--- config.mk ---
export PLATFORM = sky130hd
export DESIGN_NAME = ul8_execute_unit
export DESIGN_NICKNAME = d
export VERILOG_FILES = /design/src/rtl/ul8_execute_unit.sv
export SDC_FILE = /design/constraint.sdc
export NUM_CORES = 1
export LEC_CHECK = 0
export CORE_UTILIZATION = 40
export DETAILED_ROUTE_END_ITERATION = 10
export MAX_ROUTING_LAYER = met4
export PLACE_DENSITY_LB_ADDON = 0.08
export RECOVER_POWER = 25
export REMOVE_ABC_BUFFERS = 1
export SETUP_SLACK_MARGIN = 0.2
export SYNTH_ARGS = -nofsm -noshare
export SYNTH_HDL_FRONTEND = slang
export SYNTH_SLANG_ARGS = --single-unit
--- constraint.sdc ---
create_clock -name clk -period 2.9 [get_ports clk]
set_input_delay 0.58 -clock clk [delete_from_list [all_inputs] [get_ports clk]]
set_output_delay 0.58 -clock clk [all_outputs]
set_load 0.05 [all_outputs]
--- src/rtl/ul8_execute_unit.sv ---
// -----------------------------------------------------------------------------
// ul8_execute_unit
//
// Execute/writeback stage of the UL8 CPU. This stage takes one decoded
// instruction per start pulse and runs it against the accumulator and a
// 32-byte RAM. The RAM is reached through a req/ack port. The stage then
// returns the new accumulator, the next PC, the flags and a one-cycle done
// pulse to the fetch/decode sequencer.
//
// Optional feature:
//   UL8_MEM_TIMEOUT_EN - when defined, the stage abandons a memory request
//   that has gone unacknowledged for TIMEOUT_CYCLES cycles. It then raises
//   the sticky err flag, pulses done and parks in HALT. When the macro is
//   undefined, the stage waits for an ack forever and err stays 0.
//
// Parameters:
//   TIMEOUT_CYCLES  memory-ack wait limit (used only with UL8_MEM_TIMEOUT_EN)
//
// Ports:
//   clk        in   system clock
//   resetn     in   asynchronous active-low reset
//   start      in   instruction valid pulse, sampled only in IDLE
//   opcode     in   [2:0] instruction opcode (IR[7:5])
//   param      in   [4:0] RAM address or immediate (IR[4:0])
//   pc_in      in   [7:0] PC after the decode increment
//   mem_addr   out  [4:0] RAM address
//   mem_rd     out  read request, held until ack
//   mem_wr     out  write request, held until ack
//   mem_wdata  out  [7:0] write data
//   mem_rdata  in   [7:0] read data, valid with mem_ack
//   mem_ack    in   memory completion
//   akku       out  [7:0] accumulator
//   pc_next    out  [7:0] PC for the next fetch
//   zero       out  last accumulator result was zero
//   carry      out  ADD carry-out / SUB borrow
//   done       out  one-cycle completion pulse
//   busy       out  high in MEM and WB
//   halted     out  sticky halt
//   err        out  sticky timeout error
// -----------------------------------------------------------------------------
module ul8_execute_unit #(
    parameter int unsigned TIMEOUT_CYCLES = 15
) (
    input  logic       clk,
    input  logic       resetn,
    input  logic       start,
    input  logic [2:0] opcode,
    input  logic [4:0] param,
    input  logic [7:0] pc_in,
    output logic [4:0] mem_addr,
    output logic       mem_rd,
    output logic       mem_wr,
    output logic [7:0] mem_wdata,
    input  logic [7:0] mem_rdata,
    input  logic       mem_ack,
    output logic [7:0] akku,
    output logic [7:0] pc_next,
    output logic       zero,
    output logic       carry,
    output logic       done,
    output logic       busy,
    output logic       halted,
    output logic       err
);

    localparam logic [1:0] S_IDLE = 2'd0;
    localparam logic [1:0] S_MEM  = 2'd1;
    localparam logic [1:0] S_WB   = 2'd2;
    localparam logic [1:0] S_HALT = 2'd3;

    localparam logic [2:0] OP_LDA = 3'b000;
    localparam logic [2:0] OP_STA = 3'b001;
    localparam logic [2:0] OP_ADD = 3'b010;
    localparam logic [2:0] OP_SUB = 3'b011;
    localparam logic [2:0] OP_JMP = 3'b100;
    localparam logic [2:0] OP_JZ  = 3'b101;
    localparam logic [2:0] OP_LDI = 3'b110;
    localparam logic [2:0] OP_HLT = 3'b111;

    logic [1:0] r_state;
    logic [2:0] r_opcode;
    logic [4:0] r_param;
    logic [7:0] r_pc;
    logic [7:0] r_rdata;
    logic       r_wb_armed;

    logic [7:0] r_akku;
    logic [7:0] r_pc_next;
    logic       r_zero;
    logic       r_carry;
    logic       r_done;
    logic       r_busy;
    logic       r_halted;
    logic       r_mem_rd;
    logic       r_mem_wr;
    logic [4:0] r_mem_addr;
    logic [7:0] r_mem_wdata;

    // Arithmetic on the captured operand. The 9-bit sum carries the ADD
    // carry-out in bit 8.
    logic [8:0] w_sum;
    logic [7:0] w_diff;
    logic       w_borrow;
    logic [7:0] w_jump_target;

    assign w_sum         = {1'b0, r_akku} + {1'b0, r_rdata};
    assign w_diff        = r_akku - r_rdata;
    assign w_borrow      = (r_akku < r_rdata);
    assign w_jump_target = {3'b000, r_param};

`ifdef UL8_MEM_TIMEOUT_EN
    localparam int unsigned TO_W = (TIMEOUT_CYCLES > 1) ? $clog2(TIMEOUT_CYCLES) : 1;
    localparam logic [TO_W-1:0] TO_LAST = TO_W'(TIMEOUT_CYCLES - 1);

    logic [TO_W-1:0] r_to_cnt;
    logic            r_err;
`else
    // The parameter only matters when the timeout is built in.
    logic w_unused_timeout;
    assign w_unused_timeout = (TIMEOUT_CYCLES != 0);
`endif

    // NOTE: every register here is sequential state, so all of them use
    // non-blocking assignments. A blocking assignment would let later
    // statements in the same edge see the new value, which silently changes
    // the behaviour.
    always_ff @(posedge clk or negedge resetn) begin
        if (!resetn) begin
            r_state     <= S_IDLE;
            r_opcode    <= 3'd0;
            r_param     <= 5'd0;
            r_pc        <= 8'd0;
            r_rdata     <= 8'd0;
            r_wb_armed  <= 1'b0;
            r_akku      <= 8'd0;
            r_pc_next   <= 8'd0;
            r_zero      <= 1'b0;
            r_carry     <= 1'b0;
            r_done      <= 1'b0;
            r_busy      <= 1'b0;
            r_halted    <= 1'b0;
            r_mem_rd    <= 1'b0;
            r_mem_wr    <= 1'b0;
            r_mem_addr  <= 5'd0;
            r_mem_wdata <= 8'd0;
`ifdef UL8_MEM_TIMEOUT_EN
            r_to_cnt    <= '0;
            r_err       <= 1'b0;
`endif
        end else begin
            r_done <= 1'b0;

            case (r_state)
                S_IDLE: begin
                    if (start) begin
                        r_opcode <= opcode;
                        r_param  <= param;
                        r_pc     <= pc_in;
                        r_busy   <= 1'b1;
                        // Opcodes 000-011 all touch RAM. Only STA writes.
                        if (opcode[2] == 1'b0) begin
                            r_state     <= S_MEM;
                            r_mem_rd    <= (opcode != OP_STA);
                            r_mem_wr    <= (opcode == OP_STA);
                            r_mem_addr  <= param;
                            r_mem_wdata <= r_akku;
`ifdef UL8_MEM_TIMEOUT_EN
                            r_to_cnt    <= '0;
`endif
                        end else begin
                            // Non-memory ops spend one settle cycle in WB.
                            // Their results then land two edges after start,
                            // which matches a zero-wait memory op.
                            r_state    <= S_WB;
                            r_wb_armed <= 1'b0;
                        end
                    end
                end

                S_MEM: begin
                    if (mem_ack) begin
                        r_rdata    <= mem_rdata;
                        r_mem_rd   <= 1'b0;
                        r_mem_wr   <= 1'b0;
                        r_wb_armed <= 1'b1;
                        r_state    <= S_WB;
                    end
`ifdef UL8_MEM_TIMEOUT_EN
                    else if (r_to_cnt == TO_LAST) begin
                        // Give up on the request. The architectural state
                        // is left untouched and the stage parks in HALT.
                        r_mem_rd <= 1'b0;
                        r_mem_wr <= 1'b0;
                        r_err    <= 1'b1;
                        r_done   <= 1'b1;
                        r_halted <= 1'b1;
                        r_busy   <= 1'b0;
                        r_state  <= S_HALT;
                    end else begin
                        r_to_cnt <= r_to_cnt + 1'b1;
                    end
`endif
                end

                S_WB: begin
                    if (!r_wb_armed) begin
                        r_wb_armed <= 1'b1;
                    end else begin
                        r_done    <= 1'b1;
                        r_busy    <= 1'b0;
                        r_pc_next <= r_pc;
                        case (r_opcode)
                            OP_LDA: begin
                                r_akku <= r_rdata;
                                r_zero <= (r_rdata == 8'd0);
                            end
                            OP_ADD: begin
                                r_akku  <= w_sum[7:0];
                                r_carry <= w_sum[8];
                                r_zero  <= (w_sum[7:0] == 8'd0);
                            end
                            OP_SUB: begin
                                r_akku  <= w_diff;
                                r_carry <= w_borrow;
                                r_zero  <= (w_diff == 8'd0);
                            end
                            OP_JMP: begin
                                r_pc_next <= w_jump_target;
                            end
                            OP_JZ: begin
                                if (r_akku == 8'd0) begin
                                    r_pc_next <= w_jump_target;
                                end
                            end
                            OP_LDI: begin
                                r_akku <= w_jump_target;
                                r_zero <= (r_param == 5'd0);
                            end
                            default: begin
                                // STA and HLT leave the accumulator and
                                // flags alone.
                            end
                        endcase
                        if (r_opcode == OP_HLT) begin
                            r_halted <= 1'b1;
                            r_state  <= S_HALT;
                        end else begin
                            r_state  <= S_IDLE;
                        end
                    end
                end

                S_HALT: begin
                    // Only reset leaves HALT.
                end

                default: begin
                    r_state <= S_IDLE;
                end
            endcase
        end
    end

    assign mem_addr  = r_mem_addr;
    assign mem_rd    = r_mem_rd;
    assign mem_wr    = r_mem_wr;
    assign mem_wdata = r_mem_wdata;
    assign akku      = r_akku;
    assign pc_next   = r_pc_next;
    assign zero      = r_zero;
    assign carry     = r_carry;
    assign done      = r_done;
    assign busy      = r_busy;
    assign halted    = r_halted;
`ifdef UL8_MEM_TIMEOUT_EN
    assign err       = r_err;
`else
    assign err       = 1'b0;
`endif

endmodule

==> results of run 1 <==
[registers in the layout, indices dropped and copies added (netlist names), 2 cells and up]
register / count
pc_next: 8
r_rdata: 8
r_param: 5
r_pc: 8
mem_wdata: 8
mem_addr: 5
r_opcode: 3
akku: 8
r_state: 2
[per-stage QoR]
| stage | hold slack (ns) | area [um^2] | worst slack [ns] |
|---|---|---|---|
| finish | 0.465 | 4730 | 0.371 |
| global route | 0.480 | 4730 | 0.247 |
| CTS | 0.236 | 4750 | 0.439 |
| detailed placement | 0.443 | 4580 | 0.480 |
| global placement | 0.457 | 4580 | 0.524 |
| floorplan | 0.284 | 3710 | 0.362 |
[worst paths after layout]
check / to / slack (ns) / cells after the start
max: akku[7] / 0.37 / 8
min: halted / 0.46 / 1
max reg2reg: akku[7] / 0.37 / 8
min reg2reg: halted / 0.46 / 1
max in group asynchronous: r_rdata[5] / 0.71 / 2
min in group asynchronous: mem_wdata[0] / 0.52 / 1
[cell usage in the layout (no fill, tap or decap), drive strengths merged, types with 8 or more instances in the layout]
cell type,synthesis,layout
clkbuf,9,11
clkdlybuf4s50,0,62
nand2,33,33
o21ai,30,30
a21oi,20,20
inv,25,26
nand3,13,13
nor2b,8,8
dfrtp,63,63
mux2,37,37
ha,21,21
nor2,17,17
[area by class of cell]
type | instances | area, um^2
clock buffers | 9 | 124
clock inverters | 7 | 48.8
fillers | 846 | 4510
inverters | 26 | 100
multi-input cells | 275 | 2040
flip-flops and latches | 63 | 1580
well taps | 129 | 161
repair buffers | 70 | 687
[per-layer routing]
| layer | GRT usage, % | up-vias | part of all wire (%) |
|---|---|---|---|
| li1 | - | 1494 | - |
| met5 | - | - | 0 |
| met2 | 32.7 | 70 | 47 |
| met4 | 6.56 | 0 | 1.4 |
| met3 | 3.44 | 12 | 4.1 |
| met1 | 28.7 | 1541 | 47 |
[worst register-to-register path, stage by stage (launching register included)]
cell      delay [ns]
dfrtp_1         0.46
inv_1           0.07
ha_1            0.52
nor2b_1         0.09
o21ai_0         0.37
a2111o_1        0.22
nand4b_1        0.20
o41a_1          0.37
a21oi_1         0.16
[logic make-up (layout without fill, tap and decap cells)]
group | count (synthesis) | count (layout) | synth area share, %
AO/OA/AOI/OAI | 95 | 95 | 17.0
XOR/XNOR | 4 | 4 | 0.922
adder cells (fa/ha/maj) | 23 | 23 | 7.97
buffers and inverters | 41 | 112 | 4.87
flip-flops | 63 | 63 | 41.5
multiplexers | 43 | 43 | 12.5
other | 1 | 1 | 0.0987
AND/OR/NAND/NOR | 109 | 109 | 15.1
[where the power goes]
group	internal [W]	leakage [nW]	switching, W
Sequential	0.000878	0.865	0
Clock	0.000311	0.0894	0.000364
Combinational	0.0000323	1.23	0.0000284
Total	0.00122	2.19	0.000392
==> metrics.txt, run 1 <==
HP Class reg -> reg; largest net degree at the start of global routing 40; clock skew 0.00660 ns; FP Rows 35; Max Cap Viol 0; Total Power Consumption 0.00161 W; Clock Root Buffer clkbuf_8; cell taking the most area after synthesis dfrtp_1; Final setup viols 0; Initial Utilization 41.1%; most frequent cell after synthesis dfrtp_1; Total Routing Usage GR 21.2%; total die area 9890 um^2; CTS tree built; TNS Setup 0 ns; area of the core 9240 um^2; initial antenna violation count 0; arrival time worst endpoint 2.80 ns; outcome complete, no violations; P_leak 2.19 nW; CP Class reg -> reg; WP data required 3.17 ns; critical path cell sequence inv_1, ha_1, nor2b_1, o21ai_0, a2111o_1, nand4b_1, o41a_1, a21oi_1; H-tree Lvls 3; first drt pass iteration count 4; ys async rst share 100%; IO Pins 65; top-area cell type share of the netlist area 41.5%; final wirelength 9510 um; Layout Utilization 51.2%; hold buffer count at CTS 0; period utilization 87.2%; DR DRC count 0; crit-path max cell delay 0.52 ns; vias in the first global route 3035; nets 496; share of cells above drive strength 1 14.9%; count of cell types in the netlist 65; Critical path origin r_rdata[3]; CP startpoint kind register; Worst VDD drop 225 uV; total grt overflow 0; slew of the pin with the lowest slew margin 1.33 ns; Final ANT Viol Nets 0; dpl hpwl 7100 um; Synth Warn # 0; Antenna diodes 0; Clock Tree Buf Depth 2; placed insts 563; Commonest cells post-synth dfrtp_1, mux2_2, nand2_1; R2R Path Start r_rdata[3]; Syn Inst Count 379; Finished Layout Cells 579; vias after detailed routing 3117; sequential element share of the synthesized area 41.5%; CTS clk-pin slew, worst paths 0.07 ns; Avg Cell Area, Syn 10.0 um^2; 1st-iter DRT viols 187; final hold vios 0; PD cells 341 nW/um^2; Slowest-stage cell, CP ha_1; cell family with most CP delay compound AO/OA/AOI/OAI gates; max_slew headroom 11.6%; P&R area growth vs syn 24.6%; Post-synth EDFFs 0; Slew Limit Fails 0; die width 99.5 um; largest fanout on the critical path 9; worst path bufs/invs 1; unrepaired setup endpoints after global routing no; Syn Std Cell Area 3800 um^2; Num CTS Buffers 9; Synth area leaders dfrtp_1, mux2_2, ha_1; Period minus WS final 2.53 ns; Sink Count 63; clk_lat worst skew 0.34 ns; worst hold start halted; Post-synth top flop dfrtp_1; first-pass GRT wire length 15600 um; gpl congestion 0.885; number of synthesized register bits 63; average wire per standard cell 16.4 um; post-cts resize count 0; die height 99.5 um; PortBufs 63; nature of the critical path endpoint register; Fmax 0.395 GHz; Post-CTS Setup Bufs 0; vias per cell 5.38
Note: power is estimated with default switching activity, not from simulation.
==> run 2: changes to the inputs <==
Settings changed: CORE_ASPECT_RATIO set to 1.2.
==> run 2 against run 1 <==
Via count is 0.51% higher. Critical path type unchanged. Clock skew is 0.0022 ns higher. Fmax is 3.4% higher. Clock power is 7.3% lower. First-iteration DRC count is 27% higher.
==> metrics.txt, run 2 (same netlist as run 1, synthesis figures left out) <==
Period minus WS final 2.45 ns; FP Rows 38; vias per cell 5.53; max_slew headroom 11.9%; Max Cap Viol 0; nets 496; CP Class reg -> reg; dpl hpwl 7060 um; PD cells 334 nW/um^2; Total Routing Usage GR 20.3%; final wirelength 9340 um; slew of the pin with the lowest slew margin 1.32 ns; R2R setup slack 0.45 ns; commonest non-fill, non-tap cell in the layout dfrtp_1; clk_lat worst skew 0.34 ns; Clock Tree Buf Depth 2; total grt overflow 0; hold slack final 0.460 ns; Final ANT Viol Nets 0; gpl congestion 0.915; die width 91.0 um; most frequent cells in the layout dfrtp_1, clkdlybuf4s50_1, mux2_2; Fillers 857; largest net degree at the start of global routing 41; TNS Setup 0 ns; Worst VDD drop 285 uV; Num CTS Buffers 9; initial antenna violation count 0; P_leak 2.17 nW; clock skew 0.00883 ns; average wire per standard cell 16.5 um; R2R cell count 7; DR DRC count 0; worst hold path depth 1; Post-CTS Setup Bufs 0; largest fanout on the critical path 13; first-pass GRT wire length 15200 um; nature of the critical path endpoint register; Layout Utilization 51.4%; final hold vios 0; vias in the first global route 3024; H-tree Lvls 3; die height 109 um; vias after detailed routing 3133; PortBufs 63; unrepaired setup endpoints after global routing no; Reg-to-Reg End zero; CP startpoint kind register; R2R Path Start r_rdata[5]; Initial Utilization 41.6%; Fmax 0.409 GHz; IO Pins 65; Sink Count 63; Antenna diodes 0; WP data required 3.16 ns; Setup crit end zero; CTS clk-pin slew, worst paths 0.07 ns; 1st-iter DRT viols 238; first drt pass iteration count 4; period utilization 84.4%; post-cts resize count 0; total die area 9890 um^2; CTS tree built; hold buffer count at CTS 0; outcome complete, no violations; share of cells above drive strength 1 14.1%; HP Class reg -> reg; area of the core 9130 um^2; Clock Root Buffer clkbuf_8; Final setup viols 0; Slew Limit Fails 0; arrival time worst endpoint 2.71 ns; Critical path origin r_rdata[5]; P&R area growth vs syn 23.5%
## run 2: cell count changes in the layout (fill, tap and decap cells not counted)
cell	before	now
clkinv_4	2	0
buf_12	1	0
buf_4	5	6
clkbuf_1	1	2
clkbuf_8	9	10
clkinv_2	3	2
clkinvlp_4	1	0
inv_6	1	0
## run 2: worst min path at each step
stage	start	end	slack [ns]
floorplan	resetn	akku[0]	0.28
global placement	halted	halted	0.45
detailed placement	halted	halted	0.45
CTS	resetn	done	0.25
global route	halted	halted	0.48
finish	halted	halted	0.46
## run 2: layout make-up
cell class / count / area (um^2) / area share (%)
clock buffer: 11 / 141 / 3.01
multi-input combinational: 275 / 2040 / 43.4
inverter: 26 / 100 / 2.13
clock inverter: 2 / 10.0 / 0.213
tap: 120 / 150 / 3.20
sequential: 63 / 1580 / 33.6
timing repair buffer: 70 / 674 / 14.4
## run 2: stage by stage
step	setup WS [ns]	power [W]	cells	cell area [um^2]
2_1_floorplan	0.362	0.000900	364	3710
3_3_place_gp	0.530	0.000960	554	4550
3_5_place_dp	0.480	0.000960	554	4550
4_1_cts	0.463	0.00160	567	4710
5_1_grt	0.267	0.00162	567	4690
6_report	0.453	0.00156	567	4690
## run 2: routing by layer
metal / GRT usage (%) / part of all wire [%] / vias to the layer above
met5: - / 0 / -
met4: 8.84 / 1.9 / 0
met3: 3.63 / 4.1 / 14
met2: 32.9 / 49 / 88
met1: 25.1 / 45 / 1526
li1: - / - / 1505
## run 2: power breakdown
part	internal, W	switching (W)
logic	0.0000323	0.0000279
clock network	0.000316	0.000309
registers	0.000879	0
total	0.00123	0.000337
## run 2: critical path, cell delays in order, from the launching register on
cell and delay (ns):
dfrtp_1 0.42, inv_1 0.07, ha_1 0.55, and2b_1 0.23
a221o_1 0.29, a211oi_2 0.18, or4b_1 0.46, a31oi_1 0.17
==> run 3: changes to the inputs <==
Clock period 2.9 ns to 2.4 ns, I/O delays scaled along.
==> run 3 against run 2 <==
Count of clock-buffer cells in the layout is 2 higher. Largest cell class unchanged. Register-to-register slack got worse by 0.32 ns. Worst hold slack worse by 0.0026 ns. Via count grew 4.2%. Combinational power rose by 23%. Largest power group unchanged. Highest routed layer unchanged.
==> metrics.txt, run 3 (same netlist as run 1, synthesis figures left out) <==
outcome complete, no violations; Num CTS Buffers 9; met1 WL 4380 um; Slew Limit Fails 0; nets 524; met2 routed wirelength 4940 um; P_leak 2.33 nW; vias in the first global route 3174; CP startpoint kind register; die width 91.0 um; arrival time worst endpoint 2.49 ns; area of the core 9130 um^2; H-tree Lvls 3; DR DRC count 0; CTS tree built; cell family with most CP delay adder cells; Period minus WS final 2.27 ns; R2R Path Start akku[0]; die height 109 um; commonest non-fill, non-tap cell in the layout dfrtp_1; most frequent cells in the layout dfrtp_1, clkdlybuf4s50_1, mux2_2; DR top layer met4; CP most frequent cell buf_4; dpl hpwl 7340 um; WP data required 2.62 ns; Slowest-stage cell, CP dfrtp_1; max_slew headroom 5.84%; clock skew 0.00854 ns; 1st-iter DRT viols 228; R2R cell count 9; period utilization 94.6%; IO Pins 65; Final ANT Viol Nets 0; Max Cap Viol 0; initial antenna violation count 0; gpl congestion 0.892; Antenna diodes 0; vias after detailed routing 3264; share of cells above drive strength 1 23.7%; nature of the critical path endpoint register; largest fanout on the critical path 4; Worst VDD drop 492 uV; largest net degree at the start of global routing 27; PortBufs 63; final wirelength 9850 um; first drt pass iteration count 4; Sink Count 63; crit-path max cell delay 0.39 ns; Clock Root Buffer clkbuf_8; average wire per standard cell 16.5 um; total grt overflow 0; worst path bufs/invs 2; CTS clk-pin slew, worst paths 0.07 ns; total die area 9890 um^2; R2R setup slack 0.13 ns; HP Class in -> async; DR WL met3 388 um; Initial Utilization 41.6%; PD cells 382 nW/um^2; Total Power Consumption 0.00193 W; CP Class reg -> reg; first-pass GRT wire length 15900 um; unrepaired setup endpoints after global routing yes; slew of the pin with the lowest slew margin 1.41 ns; clk_lat worst skew 0.33 ns; Reg-to-Reg End akku[6]; critical path cell sequence buf_4, ha_1, fa_2, nand2b_1, a221o_1, mux2i_1, buf_4, o31ai_1, a32o_1; Clock Tree Buf Depth 2; Total Routing Usage GR 21.2%; Final setup viols 0; hold buffer count at CTS 0; vias per cell 5.48; P&R area growth vs syn 32.8%; final hold vios 0; Fillers 847; Fmax 0.440 GHz; FP Rows 38; Layout Utilization 55.2%
-- run 3: power by group --
part            total, W  internal (W)  switching, W
Combinational  0.0000743     0.0000402     0.0000342
Clock           0.000792      0.000419      0.000373
Sequential       0.00106       0.00106             0
Total            0.00193       0.00152      0.000407
-- run 3: metrics by stage --
stage | setup WS [ns] | setup TNS [ns] | hold slack [ns] | instances | area, um^2
floorplan | -0.138 | -0.138 | 0.184 | 364 | 3710
global placement | 0.106 | 0 | 0.460 | 578 | 4720
detailed placement | 0.0587 | 0 | 0.465 | 578 | 4720
CTS | 0.125 | 0 | 0.151 | 592 | 4900
global route | 0.0308 | 0 | 0.491 | 596 | 5040
finish | 0.129 | 0 | 0.457 | 596 | 5040
-- run 3: routing by layer --
metal,vias up,GRT usage (%)
met2,81,34.9
li1,1554,-
met1,1618,26.6
met5,-,-
met4,0,7.14
met3,11,3.56
-- run 3: repair_timing --
item / CTS / global route
pin swaps: 0 / 12
buffers inserted: 0 / 4
resized for setup: 6 / 25
setup endpoints to repair: 6 / 7
-- run 3: worst max path at each step --
stage               endpoint  startpoint  cells after the start  slack (ns)
detailed placement      zero     akku[0]                      9        0.06
CTS                     zero     akku[5]                      7        0.13
global route            zero     akku[0]                      9        0.03
floorplan               zero     akku[0]                      9       -0.14
global placement        zero     akku[0]                      9        0.11
finish               akku[6]     akku[0]                      9        0.13
-- run 3: cell type report --
type | count | area (um^2) | area share (%)
multi-input cells | 275 | 2170 | 43.0
flip-flops and latches | 63 | 1580 | 31.3
repair buffers | 98 | 883 | 17.5
clock buffers | 13 | 159 | 3.15
well taps | 120 | 150 | 2.98
inverters | 26 | 100 | 1.98
clock inverters | 1 | 5.00 | 0.0992
